**src/rtl/imem_loader.sv**
```systemverilog
// Boot-time instruction memory loader: byte stream -> big-endian words on the RAM write port.
// Define IMEM_LOADER_CHECKSUM_EN to add the trailing checksum byte and the err report.
module imem_loader #(
   parameter int AW = 6
) (
   input  logic          clk,
   input  logic          reset_n,
   input  logic          start,
   input  logic          in_valid,
   input  logic [7:0]    in_data,
   output logic          in_ready,
   output logic          we,
   output logic [AW-1:0] wa,
   output logic [31:0]   wd,
   output logic          busy,
   output logic          cpu_hold,
   output logic          done,
   output logic          err
);

`ifdef IMEM_LOADER_CHECKSUM_EN
   typedef enum logic [2:0] {S_IDLE, S_COUNT, S_DATA, S_CHECK, S_DONE} state_t;
`else
   typedef enum logic [2:0] {S_IDLE, S_COUNT, S_DATA, S_DONE} state_t;
`endif

   localparam logic [AW-1:0] ONE = AW'(1);

   state_t        state_q, state_d;
   logic [1:0]    byte_cnt_q, byte_cnt_d;
   logic [AW-1:0] word_cnt_q, word_cnt_d;
   logic [AW-1:0] last_q, last_d;       // index of the final word (N-1, wraps so count 0 gives 2^AW words)
   logic [23:0]   shift_q, shift_d;
   logic          we_q, we_d;
   logic [AW-1:0] wa_q, wa_d;
   logic [31:0]   wd_q, wd_d;
   logic          xfer;
`ifdef IMEM_LOADER_CHECKSUM_EN
   logic [7:0]    csum_q, csum_d;
   logic          err_q, err_d;
`endif

   assign in_ready = (state_q == S_COUNT) || (state_q == S_DATA)
`ifdef IMEM_LOADER_CHECKSUM_EN
                  || (state_q == S_CHECK)
`endif
                  ;
   assign xfer     = in_valid && in_ready;
   assign busy     = in_ready;
   assign cpu_hold = in_ready;
   assign done     = (state_q == S_DONE);
   assign we       = we_q;
   assign wa       = wa_q;
   assign wd       = wd_q;
`ifdef IMEM_LOADER_CHECKSUM_EN
   assign err      = err_q;
`else
   assign err      = 1'b0;
`endif

   // NOTE: every variable gets its hold value before the case, so no path can infer a latch.
   always_comb begin
      state_d    = state_q;
      byte_cnt_d = byte_cnt_q;
      word_cnt_d = word_cnt_q;
      last_d     = last_q;
      shift_d    = shift_q;
      we_d       = 1'b0;
      wa_d       = wa_q;
      wd_d       = wd_q;
`ifdef IMEM_LOADER_CHECKSUM_EN
      csum_d     = csum_q;
      err_d      = err_q;
`endif
      unique case (state_q)
         S_IDLE, S_DONE: begin
            if (start) begin
               state_d    = S_COUNT;
               byte_cnt_d = 2'd0;
               word_cnt_d = '0;
`ifdef IMEM_LOADER_CHECKSUM_EN
               csum_d     = 8'd0;
               err_d      = 1'b0;
`endif
            end
         end
         S_COUNT: begin
            if (xfer) begin
               last_d  = AW'(in_data) - ONE;
               state_d = S_DATA;
            end
         end
         S_DATA: begin
            if (xfer) begin
               byte_cnt_d = byte_cnt_q + 2'd1;
               shift_d    = {shift_q[15:0], in_data};
`ifdef IMEM_LOADER_CHECKSUM_EN
               csum_d     = csum_q + in_data;
`endif
               if (byte_cnt_q == 2'd3) begin
                  we_d       = 1'b1;
                  wa_d       = word_cnt_q;
                  wd_d       = {shift_q, in_data};
                  word_cnt_d = word_cnt_q + ONE;
                  if (word_cnt_q == last_q) begin
`ifdef IMEM_LOADER_CHECKSUM_EN
                     state_d = S_CHECK;
`else
                     state_d = S_DONE;
`endif
                  end
               end
            end
         end
`ifdef IMEM_LOADER_CHECKSUM_EN
         S_CHECK: begin
            if (xfer) begin
               err_d   = (in_data != csum_q);
               state_d = S_DONE;
            end
         end
`endif
         default: state_d = S_IDLE;
      endcase
   end

   // NOTE: state registers use non-blocking assignments so all of them update from the same pre-edge values.
   always_ff @(posedge clk) begin
      if (!reset_n) begin
         state_q    <= S_IDLE;
         byte_cnt_q <= 2'd0;
         word_cnt_q <= '0;
         last_q     <= '0;
         shift_q    <= 24'd0;
         we_q       <= 1'b0;
         wa_q       <= '0;
         wd_q       <= 32'd0;
`ifdef IMEM_LOADER_CHECKSUM_EN
         csum_q     <= 8'd0;
         err_q      <= 1'b0;
`endif
      end else begin
         state_q    <= state_d;
         byte_cnt_q <= byte_cnt_d;
         word_cnt_q <= word_cnt_d;
         last_q     <= last_d;
         shift_q    <= shift_d;
         we_q       <= we_d;
         wa_q       <= wa_d;
         wd_q       <= wd_d;
`ifdef IMEM_LOADER_CHECKSUM_EN
         csum_q     <= csum_d;
         err_q      <= err_d;
`endif
      end
   end

endmodule

```
**config.mk**
```make
export PLATFORM = sky130hd
export DESIGN_NAME = imem_loader
export DESIGN_NICKNAME = d
export VERILOG_FILES = /design/src/rtl/imem_loader.sv
export SDC_FILE = /design/constraint.sdc
export NUM_CORES = 1
export LEC_CHECK = 0
export BUFFER_PORTS_ARGS = -buffer_cell sky130_fd_sc_hd__buf_2
export CAP_MARGIN = 20
export CORE_MARGIN = 5
export CORE_UTILIZATION = 39
export CTS_BUF_LIST = sky130_fd_sc_hd__clkbuf_16
export DETAILED_ROUTE_END_ITERATION = 6
export PLACE_DENSITY_LB_ADDON = 0.12
export SETUP_SLACK_MARGIN = 0.2
export SYNTH_ARGS = -nofsm -noshare
export SYNTH_HDL_FRONTEND = slang
export SYNTH_SLANG_ARGS = --single-unit
```
**constraint.sdc**
```tcl
create_clock -name clk -period 4.9 [get_ports clk]
set_clock_uncertainty 0.15 [all_clocks]
set_input_delay 0.98 -clock clk [delete_from_list [all_inputs] [get_ports clk]]
set_output_delay 0.98 -clock clk [all_outputs]
set_load 0.05 [all_outputs]
```
==> flow_metrics.py <==
metrics = {
    "critical_path": {
        "crit_start": "state_q[0]$_SDFFE_PN0P_",
        "timing.critical_path.arrival_ns": 1.58,
        "worstSetupStartpointType": "flip-flop",
        "crit_type": "flip-flop to output port",
        "path_max_fanout": 6,
        "timing.critical_path.required_ns": 3.77,
        "r2r.worst_path.cells": 7,
        "critPathCaptureType": "output port",
        "rr_endpoint": "word_cnt_q[4]$_SDFFE_PN0P_",
        "timing.reg2reg.setup_slack_ns": 2.51,
        "worst_r2r_startpoint": "state_q[0]$_SDFFE_PN0P_",
    },
    "placed_design": {
        "port-buffer-count": 54,
        "dpl.hpwl_mm": 4.73,
        "finalWeightedCongestion": 0.817,
        "detailedPlace.worstSlack_ns": 2.15,
    },
    "clock_network": {
        "tritoncts": "built",
        "clkTransAtPathRegs_ns": 0.06,
        "clkLatencyLatePin_ns": 0.33,
        "cts-root-buf": "sky130_fd_sc_hd__clkbuf_16",
        "post_cts_hold_buffer_count": 0,
        "numCtsBuffers": 9,
        "ctsResizeCount": 0,
        "clock_sink_count": 79,
        "cts_max_path_buffers": 2,
        "cts_max_level": 3,
        "post-cts-setup-buffer-count": 0,
    },
    "synthesis": {
        "synth.yosys.seq_area_share_pct": 48.8,
        "postSynthAreaPerCell_um2": 8.49,
        "synthesis.instances": 382,
        "synth.net_count": 401,
        "number_of_synthesized_flops_with_an_enable_pin": 0,
        "mappedNetlistArea_um2": 3240,
        "yosys_warnings": 0,
        "synth_cell_type_count": 30,
        "synth-seq-cells": 79,
        "synth-main-ff-cell": "sky130_fd_sc_hd__dfxtp_1",
        "async_flop_share_pct": 0,
    },
    "run": {
        "max_cap_violations": 0,
    },
    "floorplanning": {
        "floorplan.rows": 33,
        "floorplan.core_area_um2": 8180,
        "floorplan.die_area_um2": 10200,
        "top_level_ports": 56,
        "dieWidth_um": 101,
        "die-height_um": 101,
        "floorplan.initialDensity_pct": 39.7,
    },
    "sta": {
        "timing.slew.headroom_pct": 40.2,
        "hold_viol_final": 0,
        "final.min_clock_period_ns": 2.71,
        "finalSetupViolations": 0,
        "setup_ws_ns": 2.19,
        "layout_worst_path_cycle_share_pct": 55.4,
        "rsz0062_at_grt": "false",
        "number_of_max_slew_violations_in_the_final_report": 0,
        "max_clock_freq_ghz": 0.368,
        "setup_tns_ns": 0,
        "worst_pin_slew_ns": 0.897,
    },
    "grt": {
        "track_usage_pct": 14.3,
        "grt_start_max_net_pins": 47,
        "number_of_antenna_violations_at_the_first_check_in_global_routing": 0,
        "grt_pass1_vias": 2433,
        "wire_length_of_the_first_global_routing_pass_mm": 11.6,
        "grt_remaining_overflow": 0,
    },
    "routing": {
        "wl_mm": 6.92,
        "post_drt_wl_per_cell_um": 13.0,
        "drt_pre_antenna_iters": 4,
        "vias": 2546,
        "detail-route-antenna-nets": 0,
        "vias_per_cell": 4.77,
        "drc": 0,
        "violation_count_after_the_first_detailed_routing_iteration": 138,
    },
    "cells_and_area": {
        "multi_input_area_um2": 1530,
        "drive_above_1_share_pct": 17.5,
        "area_delta_synth_final_pct": 19.1,
        "nets": 443,
        "register_area_um2": 1580,
        "antennaDiodeCount": 0,
        "final.fill_count": 831,
    },
    "hold_path": {
        "timing.hold.worst_path_depth": 2,
        "hold_path_startpoint": "wd[18]$_SDFFE_PN0P_",
        "hold_path_class": "flip-flop to flip-flop",
        "timing.hold.worst_endpoint": "wd[18]$_SDFFE_PN0P_",
    },
    "pwr": {
        "power_per_cell_area_nw_per_um2": 442,
        "p_leak_nw": 1.57,
        "power.ir.vdd_worst_mv": 0.194,
    },
    "outcome": {
        "status": "complete, no violations",
    },
}
## report_power, final
part	internal, mW	total, mW	switching (mW)	leakage, nW
logic	0.0973	0.326	0.228	0.781
registers	0.666	0.687	0.0210	0.637
clock network	0.442	0.697	0.255	0.153
## how the worst max path moves through the flow
stage / to / slack [ns] / depth (start not counted)
after CTS: cpu_hold / 2.15 / 4
after global routing: in_ready / 2.05 / 4
after detailed placement: word_cnt_q[1]$_SDFFE_PN0P_ / 2.15 / 6
after floorplan: cpu_hold / 2.34 / 4
after global placement: word_cnt_q[5]$_SDFFE_PN0P_ / 2.17 / 6
final: cpu_hold / 2.19 / 4
## state kept, by name (all words and copies together), names as in the netlist
register,cells
wd,32
shift_q,24
last_q,6
wa,6
word_cnt_q,6
byte_cnt_q,2
state_q,2
we,1
## critical path, cell delays in order (launching register included)
cell	delay (ns)
sky130_fd_sc_hd__dfxtp_1	0.40
sky130_fd_sc_hd__inv_1	0.06
sky130_fd_sc_hd__ha_1	0.38
sky130_fd_sc_hd__inv_1	0.14
sky130_fd_sc_hd__buf_2	0.28
## kinds of logic (layout without fill, tap and decap cells)
group,Yosys count,in the layout,share of synthesized area (%)
AOI/OAI and AO/OA,79,79,18.8
xor gates and xnor gates,14,14,3.78
adders and majority gates,7,7,2.70
buffers and inverters,31,78,4.21
DFF,79,79,48.8
muxes,2,2,0.656
other,1,1,0.116
and+or+nand+nor,169,169,20.9
## cells in the mapped netlist, types with 2 or more instances
library cell | count | area share, %
sky130_fd_sc_hd__a21boi_0 | 63 | 15
sky130_fd_sc_hd__a21oi_1 | 2 | 0.31
sky130_fd_sc_hd__and2_1 | 3 | 0.58
sky130_fd_sc_hd__and3_1 | 2 | 0.39
sky130_fd_sc_hd__buf_2 | 7 | 1.1
sky130_fd_sc_hd__buf_4 | 3 | 0.69
sky130_fd_sc_hd__clkbuf_1 | 16 | 1.9
sky130_fd_sc_hd__dfxtp_1 | 79 | 49
sky130_fd_sc_hd__ha_1 | 7 | 2.7
sky130_fd_sc_hd__inv_1 | 5 | 0.58
sky130_fd_sc_hd__nand2_1 | 139 | 16
sky130_fd_sc_hd__nand2b_1 | 4 | 0.77
sky130_fd_sc_hd__nand3_1 | 4 | 0.62
sky130_fd_sc_hd__nand4_1 | 2 | 0.39
sky130_fd_sc_hd__nor2_1 | 10 | 1.2
sky130_fd_sc_hd__nor2b_1 | 3 | 0.58
sky130_fd_sc_hd__o211a_1 | 6 | 1.9
sky130_fd_sc_hd__o211ai_1 | 3 | 0.69
sky130_fd_sc_hd__xnor2_1 | 6 | 1.6
sky130_fd_sc_hd__xor2_1 | 8 | 2.2
## final cells by class
| type | instances | area share (%) |
|---|---|---|
| tap | 105 | 3.40 |
| multi-input combinational | 272 | 39.5 |
| inverter | 5 | 0.486 |
| clock inverter | 7 | 2.30 |
| sequential | 79 | 40.9 |
| timing repair buffer | 57 | 7.58 |
| clock buffer | 9 | 5.83 |
## per-layer routing
metal	vias up	wire length, um	global-route usage, %	share of wire [%]
li1	1322	-	-	-
met1	1169	3660	20.0	53
met2	45	2870	21.4	41
met3	10	293	3.31	4.2
met4	0	106	5.83	1.5
met5	-	0	0	0
## metrics by stage
stage	utilization, %	area (um2)	power (mW)	instances	hold slack [ns]
finish	47.3	3860	1.71	534	0.307
CTS	47.3	3860	1.73	534	0.314
floorplan	-	3240	0.980	382	0.291
global placement	43.4	3550	1.03	518	0.301
global route	47.3	3860	1.79	534	0.333
detailed placement	43.4	3550	1.03	518	0.305
## cell usage in the layout (no fill, tap or decap), drive strengths merged, types with 2 or more instances in the layout
| master | synthesis | final |
|---|---|---|
| a21boi | 63 | 63 |
| a21oi | 3 | 3 |
| and2 | 3 | 3 |
| and3 | 2 | 2 |
| buf | 10 | 57 |
| bufinv | 0 | 2 |
| clkbuf | 16 | 9 |
| clkinv | 0 | 2 |
| clkinvlp | 0 | 2 |
| dfxtp | 79 | 79 |
| ha | 7 | 7 |
| inv | 5 | 6 |
| nand2 | 139 | 139 |
| nand2b | 4 | 4 |
| nand3 | 4 | 4 |
| nand4 | 2 | 2 |
| nor2 | 10 | 10 |
| nor2b | 3 | 3 |
| o211a | 6 | 6 |
| o211ai | 3 | 3 |
| xnor2 | 6 | 6 |
| xor2 | 8 | 8 |
Note: power is estimated with default switching activity, not from simulation.
